File: src/rtl/qr_pkg.sv
// Shared definitions for the QR image workers: FSM encodings, luma weights and pixel layout.
package qr_pkg;

    typedef logic [2:0] state_t;

    localparam state_t ST_IDLE = 3'd0;
    localparam state_t ST_RD   = 3'd1;
    localparam state_t ST_WT   = 3'd2;
    localparam state_t ST_CMP  = 3'd3;
    localparam state_t ST_WR   = 3'd4;
    localparam state_t ST_DONE = 3'd5;

    localparam int LUMA_R        = 77;
    localparam int LUMA_G        = 150;
    localparam int LUMA_B        = 29;
    localparam int LUMA_SHIFT    = 8;
    localparam int BYTES_PER_PIX = 3;

    // One entry of the read-capture shift line: which channel returns on doutb
    typedef struct packed {
        logic       vld;
        logic [1:0] idx;
    } cap_t;

endpackage

File: src/rtl/binarize_w1_if.sv
// Frame-RAM port-b bundle between the W1 worker (master) and solve_img's registered mux (slave).
interface binarize_w1_if #(
    parameter int ADDR_WIDTH = 18
);
    logic                  web_w1;
    logic [ADDR_WIDTH-1:0] addrb_w1;
    logic [7:0]            dinb_w1;
    logic [7:0]            doutb;

    modport master (output web_w1, addrb_w1, dinb_w1, input doutb);
    modport slave  (input web_w1, addrb_w1, dinb_w1, output doutb);
endinterface

File: src/rtl/binarize_w1_luma_bin.sv
// Combinational luma threshold: gray = (77r + 150g + 29b) >> 8, output FF when gray >= threshold.
module luma_bin
    import qr_pkg::*;
(
    input  logic [7:0] i_r,
    input  logic [7:0] i_g,
    input  logic [7:0] i_b,
    input  logic [7:0] i_threshold,
    output logic [7:0] o_bin
);
    logic [15:0] w_sum;
    logic [15:0] w_shift;

    // Weights sum to 256, so the 16-bit accumulate tops out at 65280 and never wraps
    assign w_sum   = 16'(LUMA_R) * {8'd0, i_r}
                   + 16'(LUMA_G) * {8'd0, i_g}
                   + 16'(LUMA_B) * {8'd0, i_b};
    assign w_shift = w_sum >> LUMA_SHIFT;
    assign o_bin   = (w_shift[7:0] >= i_threshold) ? 8'hFF : 8'h00;
endmodule

File: src/rtl/binarize_w1.sv
// In-place RGB->binary conversion of the frame RAM; 3 + (RD_LAT-1) + 1 + 3 cycles per pixel.
// No backpressure: the RAM port is owned while w1_work is high; dropping it aborts next cycle.
module binarize_w1
    import qr_pkg::*;
#(
    parameter int ADDR_WIDTH = 18,
    parameter int RD_LAT     = 2
) (
    input  logic          clk,
    input  logic          rst_n,
    input  logic          w1_work,
    output logic          w1_work_end,
    binarize_w1_if.master ram,
    input  logic [31:0]   width,
    input  logic [31:0]   height,
    input  logic [7:0]    threshold,
    output logic          w1_err
);
    state_t                r_state;
    state_t                w_next;
    logic                  r_work_d;
    logic [31:0]           r_npix;
    logic [31:0]           r_pix;
    logic [7:0]            r_thr;
    logic [ADDR_WIDTH-1:0] r_base;
    logic [7:0]            r_cnt;
    cap_t                  r_pipe [RD_LAT];
    logic [7:0]            r_r, r_g, r_b, r_bin;
    logic                  r_err;

    logic                  w_start;
    logic                  w_abort;
    logic [31:0]           w_npix;
    logic                  w_oversize;
    logic                  w_last;
    logic                  w_b_now;
    logic [7:0]            w_b;
    logic [7:0]            w_bin;
    logic                  w_web;
    logic [ADDR_WIDTH-1:0] w_addr;
    logic [7:0]            w_din;
    logic                  w_end;

    assign w_start    = (r_state == ST_IDLE) && w1_work && !r_work_d;
    assign w_abort    = (r_state != ST_IDLE) && !w1_work;
    assign w_npix     = width * height;
    assign w_oversize = ({2'b00, w_npix} * 34'd3) > (34'd1 << ADDR_WIDTH);
    assign w_last     = (r_pix == r_npix - 32'd1);

    // Blue lands on doutb during CMP itself, so it is taken straight from the bus
    assign w_b_now = r_pipe[RD_LAT-1].vld && (r_pipe[RD_LAT-1].idx == 2'd2);
    assign w_b     = w_b_now ? ram.doutb : r_b;

    luma_bin u_luma_bin (
        .i_r         (r_r),
        .i_g         (r_g),
        .i_b         (w_b),
        .i_threshold (r_thr),
        .o_bin       (w_bin)
    );

    always_ff @(posedge clk or negedge rst_n) begin
        if (!rst_n) begin
            r_state <= ST_IDLE;
            r_cnt   <= 8'd0;
        end else begin
            r_state <= w_next;
            r_cnt   <= (w_next != r_state) ? 8'd0 : r_cnt + 8'd1;
        end
    end

    always_comb begin
        w_next = r_state;
        case (r_state)
            ST_IDLE: if (w_start) w_next = (w_oversize || w_npix == 32'd0) ? ST_DONE : ST_RD;
            ST_RD:   if (r_cnt == 8'd2) w_next = ST_WT;
            ST_WT:   if (r_cnt == 8'(RD_LAT - 2)) w_next = ST_CMP;
            ST_CMP:  w_next = ST_WR;
            ST_WR:   if (r_cnt == 8'd2) w_next = w_last ? ST_DONE : ST_RD;
            ST_DONE: w_next = ST_DONE;
            default: w_next = ST_IDLE;
        endcase
        if (w_abort) w_next = ST_IDLE;
    end

    always_comb begin
        w_web  = 1'b0;
        w_addr = '0;
        w_din  = 8'd0;
        w_end  = 1'b0;
        case (r_state)
            ST_RD: w_addr = r_base + ADDR_WIDTH'(r_cnt);
            ST_WR: begin
                w_web  = w1_work;
                w_addr = r_base + ADDR_WIDTH'(r_cnt);
                w_din  = r_bin;
            end
            ST_DONE: w_end = 1'b1;
            default: ;
        endcase
    end

    assign ram.web_w1   = w_web;
    assign ram.addrb_w1 = w_addr;
    assign ram.dinb_w1  = w_din;
    assign w1_work_end  = w_end;
    assign w1_err       = r_err;

    always_ff @(posedge clk or negedge rst_n) begin
        if (!rst_n) begin
            r_work_d <= 1'b0;
            r_npix   <= 32'd0;
            r_pix    <= 32'd0;
            r_thr    <= 8'd0;
            r_base   <= '0;
            r_err    <= 1'b0;
            r_bin    <= 8'd0;
        end else begin
            r_work_d <= w1_work;
            if (w_start) begin
                r_npix <= w_npix;
                r_thr  <= threshold;
                r_pix  <= 32'd0;
                r_base <= '0;
                r_err  <= w_oversize;
            end else if (r_state == ST_WR && r_cnt == 8'd2 && w1_work && !w_last) begin
                r_pix  <= r_pix + 32'd1;
                r_base <= r_base + ADDR_WIDTH'(BYTES_PER_PIX);
            end
            if (r_state == ST_CMP) r_bin <= w_bin;
        end
    end

    // Capture line: a read issued in RD returns on doutb exactly RD_LAT cycles later
    always_ff @(posedge clk or negedge rst_n) begin
        if (!rst_n) begin
            for (int i = 0; i < RD_LAT; i++) r_pipe[i] <= '0;
            r_r <= 8'd0;
            r_g <= 8'd0;
            r_b <= 8'd0;
        end else if (w_abort) begin
            for (int i = 0; i < RD_LAT; i++) r_pipe[i] <= '0;
        end else begin
            r_pipe[0] <= '{vld: (r_state == ST_RD), idx: r_cnt[1:0]};
            for (int i = 1; i < RD_LAT; i++) r_pipe[i] <= r_pipe[i-1];
            if (r_pipe[RD_LAT-1].vld) begin
                case (r_pipe[RD_LAT-1].idx)
                    2'd0:    r_r <= ram.doutb;
                    2'd1:    r_g <= ram.doutb;
                    default: r_b <= ram.doutb;
                endcase
            end
        end
    end
endmodule

File: src/flat_wrapper.sv
// flat-port wrapper written by rule: the top's interface ports become plain ports
module binarize_w1_flat import qr_pkg::*;
#(
    parameter int ADDR_WIDTH = 18,
    parameter int RD_LAT     = 2
)
  (clk, rst_n, w1_work, w1_work_end, width, height, threshold, w1_err, ram_web_w1, ram_addrb_w1, ram_dinb_w1, ram_doutb);
  binarize_w1_if #(.ADDR_WIDTH(ADDR_WIDTH)) ram_i ();
  input  logic clk;
  input  logic rst_n;
  input  logic w1_work;
  output logic w1_work_end;
  input  logic [31:0] width;
  input  logic [31:0] height;
  input  logic [7:0] threshold;
  output logic w1_err;
  output wire logic [$bits(ram_i.web_w1)-1:0] ram_web_w1;
  output wire logic [$bits(ram_i.addrb_w1)-1:0] ram_addrb_w1;
  output wire logic [$bits(ram_i.dinb_w1)-1:0] ram_dinb_w1;
  input wire logic [$bits(ram_i.doutb)-1:0] ram_doutb;
  assign ram_web_w1 = ram_i.web_w1;
  assign ram_addrb_w1 = ram_i.addrb_w1;
  assign ram_dinb_w1 = ram_i.dinb_w1;
  assign ram_i.doutb = ram_doutb;
  binarize_w1 #(.ADDR_WIDTH(ADDR_WIDTH), .RD_LAT(RD_LAT)) u_core (.clk(clk), .rst_n(rst_n), .w1_work(w1_work), .w1_work_end(w1_work_end), .ram(ram_i), .width(width), .height(height), .threshold(threshold), .w1_err(w1_err));
endmodule
File: config.mk
export PLATFORM = sky130hd
export DESIGN_NAME = binarize_w1_flat
export DESIGN_NICKNAME = d
export VERILOG_FILES = /design/src/rtl/qr_pkg.sv /design/src/rtl/binarize_w1_if.sv /design/src/rtl/binarize_w1_luma_bin.sv /design/src/rtl/binarize_w1.sv /design/src/flat_wrapper.sv
export SDC_FILE = /design/constraint.sdc
export NUM_CORES = 2
export LEC_CHECK = 0
export ABC_AREA = 1
export ABC_CLOCK_PERIOD_IN_PS = 8400
export BUFFER_PORTS_ARGS = -buffer_cell sky130_fd_sc_hd__buf_2
export CORE_UTILIZATION = 60
export CTS_BUF_LIST = sky130_fd_sc_hd__clkbuf_2
export CTS_CLUSTER_SIZE = 12
export DETAILED_ROUTE_END_ITERATION = 8
export PLACE_DENSITY = 0.78
export SLEW_MARGIN = 20
export SYNTH_ARGS = -nofsm -noshare
export SYNTH_HDL_FRONTEND = slang
export SYNTH_SLANG_ARGS = --single-unit
File: constraint.sdc
create_clock -name clk -period 8.4 [get_ports clk]
set_clock_uncertainty 0.2 [all_clocks]
set_input_delay 0 -clock clk [delete_from_list [all_inputs] [get_ports clk]]
set_output_delay 0 -clock clk [all_outputs]
set_load 0.01 [all_outputs]
=== Yosys cells after proc, flatten, opt, wreduce, memory -nomap -nowiden ===
Cells that the tools add are included.

* Muxes and demuxes: 20
* Equal/unequal tests: 10
* $add $sub $neg: 7
* Reduce and logical (&&, ||, !) cells: 22
* Order comparisons: 2
* Bitwise gates (word level): 2
* Divide/modulo/power cells: 0
* $mul: 5
* Shift operators: 0

{| class="wikitable"
|+ Operators by type and width
! kind !! number
|-
| 32-bit 2-to-1 mux || 2
|-
| 18-bit 2-to-1 mux || 3
|-
| 34-bit by 19-bit greater-than comparator with 1-bit output (second input constant) || 1
|-
| 32-bit by 2-bit multiplier with 34-bit output (second input constant) || 1
|-
| 32-bit by 1-bit adder with 32-bit output (second input constant) || 1
|-
| 32-bit == test || 1
|-
| 32-bit logical NOT || 1
|-
| 32-bit by 32-bit multiplier with 32-bit output || 1
|-
| 8-bit 2-to-1 mux || 4
|-
| 32-bit by 1-bit subtractor with 32-bit output (second input constant) || 1
|-
| 7-bit by 8-bit multiplier with 15-bit output (first input constant) || 2
|-
| 3-bit 2-to-1 mux || 7
|-
| 18-bit by 2-bit adder with 18-bit output (second input constant) || 1
|-
| 18-bit by 8-bit adder with 18-bit output || 1
|-
| 3-bit case mux with 6 select lines || 1
|-
| 15-bit by 16-bit adder with 16-bit output || 1
|-
| 16-bit by 13-bit adder with 16-bit output || 1
|-
| 5-bit by 8-bit multiplier with 13-bit output (first input constant) || 1
|-
| 3-bit AND reduction || 3
|-
| 8-bit by 1-bit adder with 8-bit output (second input constant) || 1
|-
| 8-bit by 2-bit == test with 1-bit output (second input constant) || 1
|-
| 8-bit greater-or-equal comparator || 1
|-
| 8-bit logical NOT || 1
|-
| 1-bit logical AND || 7
|-
| 16 further kinds || 23
|}

* Memory bits (writable): 0
* Output and inout port bits: 29
* ROM bits: 0
* Bits of input ports: 83
* Latch bits: 0
* Memories: 0
* Register bits: 141
* Word-level logic and storage cells: 84

=== Depth between registers and ports, before layout ===
* Word-level depth: 10
* Mapped depth: 51
* Gate-level depth less buffers: 49

=== Modules after synthesis ===
A second synthesis with hierarchy kept.

* Cell total of the unflattened synthesis: 4204
* Area, all modules: 30819.6 um^2

{| class="wikitable"
|+ Modules (own cells, without submodules)
! module !! cells each !! area each (um^2) !! sequential area each (um^2) !! times used
|-
| binarize_w1 || 3728 || 27091.0 || 3528.4 || 1
|-
| luma_bin || 476 || 3728.6 || 0.0 || 1
|}

=== Worst setup path after synthesis ===
OpenSTA, ideal clock, no wires.

* Path type: input to register
* From: in height[12]
* To: reg u_core.r_cnt[0]
* Setup time: 0.071 ns
* Data arrival time: 7.725 ns
* Cell stages on the path: 45
* Data required time: 8.129 ns
* Setup slack: 0.404 ns
* Buffers on the path: 2
* Cell sequence: clkbuf_1 > clkbuf_1 > nand2_1 > fa_1 > inv_1 > fa_1 > fa_1 > inv_1 > fa_1 > inv_1 > fa_1 > inv_1 > fa_1 > inv_1 > fa_1 > fa_1 > ha_1 > nand2_1 > [... 9 more ...] > nand2_1 > inv_1 > ha_1 > nand2_1 > nor2_1 > a211oi_1 > nand2_1 > inv_1 > nand2_1 > nand2_1 > inv_1 > nand4_1 > nand2_1 > nand2_2 > nand2_2 > nand2_2 > nand3_4 > nor2_2

* Longest elaborated chain between the ends: 10
* Elaborated cells on any way between the ends: 11
* Those cells by class: 2 x mul; 1 x order compare; 1 x eq/ne; 5 x mux; 2 x reduce/logical

{| class="wikitable"
|+ RTL lines
! item !! line !! text
|-
| start: declaration || flat_wrapper.sv:14 || <nowiki>input logic [31:0] height;</nowiki>
|-
| 32-bit by 32-bit multiplier with 32-bit output (*) || binarize_w1.sv:46 || <nowiki>assign w_npix = width * height;</nowiki>
|-
| via u_core.w_npix[30] || binarize_w1.sv:33 || <nowiki>logic [31:0] w_npix;</nowiki>
|-
| 32-bit by 2-bit multiplier with 34-bit output || binarize_w1.sv:47 || <nowiki>assign w_oversize = ({2'b00, w_npix} * 34'd3) > (34'd1 << ADDR_WIDTH);</nowiki>
|-
| 34-bit by 19-bit greater-than comparator with 1-bit output || binarize_w1.sv:47 ||
|-
| 1-bit logical OR (*) || binarize_w1.sv:75 || <nowiki>ST_IDLE: if (w_start) w_next = (w_oversize || w_npix == 32'd0) ? ST_DONE : ST_RD;</nowiki>
|-
| 3-bit 2-to-1 mux (*) (2 in series) || binarize_w1.sv:75 ||
|-
| 3-bit case mux with 6 select lines (*) || binarize_w1.sv:74 || <nowiki>case (r_state)</nowiki>
|-
| 3-bit 2-to-1 mux (*) || binarize_w1.sv:83 || <nowiki>if (w_abort) w_next = ST_IDLE;</nowiki>
|-
| 3-bit inequality test (*) || binarize_w1.sv:68 || <nowiki>r_cnt <= (w_next != r_state) ? 8'd0 : r_cnt + 8'd1;</nowiki>
|-
| 8-bit 2-to-1 mux (*) || binarize_w1.sv:68 ||
|-
| end signal: assignment || binarize_w1.sv:68 ||
|-
| end: declaration || binarize_w1.sv:26 || <nowiki>logic [7:0] r_cnt;</nowiki>
|}

Mark *: on every way through the listed nets, which the timed path passes. The rest lies on a longest branch.
A chain may end at the register's enable or synchronous reset.

=== Worst setup path in the final report ===
* From: in width[16]
* To: reg u_core.r_cnt[2]

* Longest elaborated chain between the ends: 10
* Elaborated cells on any way between the ends: 11
* Those cells by class: 2 x mul; 1 x order compare; 1 x eq/ne; 5 x mux; 2 x reduce/logical

{| class="wikitable"
|+ RTL lines
! item !! line !! text
|-
| start: declaration || flat_wrapper.sv:13 || <nowiki>input logic [31:0] width;</nowiki>
|-
| 32-bit by 32-bit multiplier with 32-bit output (*) || binarize_w1.sv:46 ||
|-
| via u_core.w_npix[30] || binarize_w1.sv:33 ||
|-
| 32-bit by 2-bit multiplier with 34-bit output || binarize_w1.sv:47 ||
|-
| 34-bit by 19-bit greater-than comparator with 1-bit output || binarize_w1.sv:47 ||
|-
| 1-bit logical OR (*) || binarize_w1.sv:75 ||
|-
| 3-bit 2-to-1 mux (*) (2 in series) || binarize_w1.sv:75 ||
|-
| 3-bit case mux with 6 select lines (*) || binarize_w1.sv:74 ||
|-
| 3-bit 2-to-1 mux (*) || binarize_w1.sv:83 ||
|-
| 3-bit inequality test (*) || binarize_w1.sv:68 ||
|-
| 8-bit 2-to-1 mux (*) || binarize_w1.sv:68 ||
|}

Marked as above.

==> reports/summary.json <==
{
  "clock_pin_slew_of_the_registers_on_the_worst_case_setup_and_hold_paths_ps": 250,
  "grtUsageTotal": 0.3292,
  "worst_hold_class": "input pin to asynchronous set/reset pin",
  "syn_inst": 4135,
  "timing.final.hold_violations": 0,
  "min_period_over_period": 0.9365,
  "htree_num_levels": 4,
  "fp-row-count": 82,
  "initial_antenna_violation_count": 6,
  "worstReg2RegStart": "u_core.r_g[4]",
  "cp-start-kind": "input pin",
  "floorplan.core_area_um2": 50270,
  "place_congestion": 0.9668,
  "cap_viol_max_count": 0,
  "seq_area_um2": 3353,
  "filler_cell_count": 4289,
  "max_clock_freq_mhz": 127.1,
  "drt-initial-drc-count": 1846,
  "synth_top_family_by_area": "adder cells",
  "worst-slew-pin-transition_ps": 914.0,
  "worst_path_largest_cell_delay_ps": 570,
  "detailedRoute.firstPassIterationCount": 8,
  "grt.busiest_layer": "met2",
  "maxSlewViolCount": 0,
  "syn_area_um2": 30600,
  "io_pins": 112,
  "slew_headroom": 0.3842,
  "drc": 4,
  "hold_slack_ps": 145.3,
  "grt_pass1_wl_um": 137100,
  "floorplan.initialDensity": 0.6087,
  "grt_pass1_vias": 27480,
  "timing.critical_path.fanout_max": 9,
  "final.setup.tns_ps": 0,
  "global_route_track_usage_on_met1": 0.4223,
  "timing.critical_path.mode_cell": "sky130_fd_sc_hd__nand2_1",
  "netlist.top_cell.by_area": "sky130_fd_sc_hd__fa_1",
  "synth.yosys.seq_area_share": 0.1096,
  "required_ps": 8860,
  "critical_r2r_capture": "u_core.r_bin[6]",
  "worst-setup-path-type": "input pin to register",
  "yosys.area_share.xor_xnor": 0.04780,
  "share_of_post_route_cells_with_drive_strength_above_1": 0.09748,
  "vias": 26480,
  "yosys_most_used_dff": "sky130_fd_sc_hd__dfrtp_1",
  "clkLatencyLatePin_ps": 760,
  "detailedPlacementHpwl_um": 66820,
  "cts-root-to-sink-buffers": 2,
  "clock-sinks": 134,
  "synth_compound_area_frac": 0.05704,
  "detail_route.wirelength_um": 82650,
  "met3_usage": 0.03775,
  "synthesis.yosys.warnings": 0,
  "vias_per_cell": 5.258,
  "fp.dieH_um": 227.8,
  "ff2ff_path_depth": 28,
  "slowest_stage": "sky130_fd_sc_hd__fa_1",
  "final_net_count": 5170,
  "rsz0062_at_grt": "false",
  "synth_async_sr_flop_share": 1.000,
  "wl_per_cell_um": 16.41,
  "postSynthRegisterBits": 134,
  "cts_root_buffer": "sky130_fd_sc_hd__clkbuf_2",
  "synth_edf_count": 0,
  "failed_checks": "DRC",
  "synthesis.nets": 4958,
  "synth.avg_cell_area_um2": 7.400,
  "synth_largest_type_area_fraction": 0.3042,
  "post_synth_fa_ha_maj_area_fraction": 0.4166,
  "route.antenna.remaining_nets": 0,
  "tritoncts_clock_tree": "yes",
  "multi_input_comb_area_um2": 22550,
  "dieWidth_um": 227.8,
  "number_of_buffers_added_by_the_clock_tree_synthesis_step": 17,
  "run_status": "finished with violations",
  "syn2layout_area_growth_pct": 9.531,
  "grt_max_degree": 80,
  "globalRoute.totalOverflow": 0,
  "setup_viol": 0,
  "io_buffer_count": 111,
  "r2r_setup_slack_ps": 900,
  "grt.met2_usage": 0.5697,
  "period_needed_ps": 7866,
  "crit_arrival_ps": 8330,
  "dieArea_um2": 51910,
  "synth_cell_types": 57,
  "ys_top_cells_by_area": "sky130_fd_sc_hd__fa_1, sky130_fd_sc_hd__inv_1, sky130_fd_sc_hd__nand2_1, sky130_fd_sc_hd__ha_1, sky130_fd_sc_hd__dfrtp_1",
  "cp-end-kind": "register",
  "yosys-mux-area-fraction": 0,
  "synth_simple_gate_area_frac": 0.2145,
  "cts.repair_timing.setup_buffer_count": 0
}
==> cells by family (layout without fill, tap and decap cells) <==
| logic type | count (synthesis) | after routing |
|---|---|---|
| compound gates | 311 | 311 |
| xor+xnor | 167 | 167 |
| fa+ha+maj | 740 | 740 |
| buf+inv | 1234 | 1459 |
| flops | 134 | 134 |
| other cells | 0 | 3 |
| simple gates | 1549 | 1549 |
==> state kept, by name, indices dropped and copies added, names as in the netlist <==
register         cells
u_core.r_cnt         8
u_core.r_r           8
u_core.r_bin         1
u_core.r_g           8
u_core.r_work_d      1
u_core.r_b           8
u_core.r_state       3
u_core.r_pix        32
u_core.r_thr         8
u_core.r_base       18
u_core.w1_err        1
u_core.r_pipe        6
u_core.r_npix       32
==> placed cells by master (no fill, tap or decap), types with 4 or more instances in the layout <==
master,n
sky130_fd_sc_hd__nor3_1,46
sky130_fd_sc_hd__o21ai_1,24
sky130_fd_sc_hd__nor2_1,167
sky130_fd_sc_hd__buf_4,176
sky130_fd_sc_hd__o21bai_1,8
sky130_fd_sc_hd__or2_2,6
sky130_fd_sc_hd__o31ai_1,23
sky130_fd_sc_hd__nand3b_1,10
sky130_fd_sc_hd__nand3_1,109
sky130_fd_sc_hd__inv_2,12
sky130_fd_sc_hd__dfrtp_1,134
sky130_fd_sc_hd__a21oi_1,99
sky130_fd_sc_hd__xnor2_1,46
sky130_fd_sc_hd__dlygate4sd3_1,38
sky130_fd_sc_hd__xor2_1,120
sky130_fd_sc_hd__a21boi_0,4
sky130_fd_sc_hd__nor4_1,18
sky130_fd_sc_hd__a31oi_1,6
sky130_fd_sc_hd__o21ai_0,115
sky130_fd_sc_hd__a21oi_2,4
sky130_fd_sc_hd__nand3_2,8
sky130_fd_sc_hd__inv_6,4
sky130_fd_sc_hd__nor2_2,21
sky130_fd_sc_hd__ha_1,274
sky130_fd_sc_hd__buf_2,108
sky130_fd_sc_hd__nand2_1,1070
sky130_fd_sc_hd__clkinvlp_4,4
sky130_fd_sc_hd__inv_1,1082
sky130_fd_sc_hd__a21o_1,7
sky130_fd_sc_hd__fa_1,465
sky130_fd_sc_hd__buf_12,5
sky130_fd_sc_hd__o21a_1,6
sky130_fd_sc_hd__nand4_1,50
sky130_fd_sc_hd__nand2_2,23
sky130_fd_sc_hd__clkbuf_2,18
==> layout make-up <==
type | count | area share
Inverter | 1094 | 0.1225
Antenna cell | 3 | 0.0002240
Clock inverter | 14 | 0.004442
Multi-Input combinational cell | 2767 | 0.6728
Tap cell | 672 | 0.02509
Timing Repair Buffer | 333 | 0.07216
Sequential cell | 134 | 0.1000
Clock buffer | 18 | 0.002688
==> how the worst max path moves through the flow <==
stage / start / to / cells past startpoint
finish: width[16] / u_core.r_cnt[2] / 46
detailed placement: height[4] / u_core.r_cnt[2] / 50
global route: width[0] / u_core.r_cnt[2] / 49
global placement: width[16] / u_core.r_cnt[4] / 46
floorplan: height[12] / u_core.r_cnt[0] / 45
CTS: height[4] / u_core.r_cnt[2] / 46
==> Yosys cell counts, types with 2 or more instances <==
master                     number
sky130_fd_sc_hd__nor4_1        18
sky130_fd_sc_hd__nor3_1        47
sky130_fd_sc_hd__xor2_1       121
sky130_fd_sc_hd__or2_1          2
sky130_fd_sc_hd__nand4_4        2
sky130_fd_sc_hd__o31ai_1       23
sky130_fd_sc_hd__nand3_1      109
sky130_fd_sc_hd__a31o_2         3
sky130_fd_sc_hd__buf_4         14
sky130_fd_sc_hd__and3_1         2
sky130_fd_sc_hd__inv_2         11
sky130_fd_sc_hd__buf_1         10
sky130_fd_sc_hd__inv_1       1083
sky130_fd_sc_hd__fa_1         465
sky130_fd_sc_hd__o21bai_1       9
sky130_fd_sc_hd__nor3_2         2
sky130_fd_sc_hd__clkbuf_1      88
sky130_fd_sc_hd__nand3_4        2
sky130_fd_sc_hd__dfrtp_1      134
sky130_fd_sc_hd__nor2_2        21
sky130_fd_sc_hd__nand3_2        8
sky130_fd_sc_hd__nand4_1       50
sky130_fd_sc_hd__o21a_1         6
sky130_fd_sc_hd__a21o_1         7
sky130_fd_sc_hd__a211oi_1       3
sky130_fd_sc_hd__nand3b_1      10
sky130_fd_sc_hd__ha_1         275
sky130_fd_sc_hd__a31oi_1        6
sky130_fd_sc_hd__nor2_1       167
sky130_fd_sc_hd__a21oi_2        3
sky130_fd_sc_hd__nand2_1     1070
sky130_fd_sc_hd__nor2_4         2
sky130_fd_sc_hd__o21ai_0      115
sky130_fd_sc_hd__a21boi_0       4
sky130_fd_sc_hd__a21oi_1      100
sky130_fd_sc_hd__or2_2          6
sky130_fd_sc_hd__o211ai_1       2
sky130_fd_sc_hd__buf_2         26
sky130_fd_sc_hd__o21ai_1       24
sky130_fd_sc_hd__nand2_2       23
sky130_fd_sc_hd__xnor2_1       46
==> worst max-delay path: cells and delay by family <==
family	cells	cell delay [ps]
compound gates	2	250
buf+inv	12	1000
simple gates	22	2280
fa+ha+maj	10	4790
==> routing by layer <==
metal / wire length, um / up-vias
met5: 47 / -
met3: 4977 / 240
met4: 3437 / 8
met2: 40210 / 963
met1: 33970 / 12650
li1: - / 12610
==> stage by stage <==
step | worst slack (ps) | utilization | cells | cell area (um^2)
2_1_floorplan | 403.7 | - | 4135 | 30600
3_3_place_gp | -106.7 | 0.6529 | 4961 | 32830
3_5_place_dp | -244.2 | 0.6529 | 4961 | 32830
4_1_cts | 527.1 | 0.6658 | 5032 | 33470
5_1_grt | 48.89 | 0.6667 | 5034 | 33510
6_report | 533.8 | 0.6667 | 5035 | 33520
==> what timing repair did <==
action	4_1_cts	5_1_grt
resized for setup	0	9
hold buffers	39	0
endpoints found under the hold margin	220	0
setup endpoints to repair	0	8
Power is not shown: default switching activity piles up to over one toggle a cycle in this logic, so the estimate is an artifact.
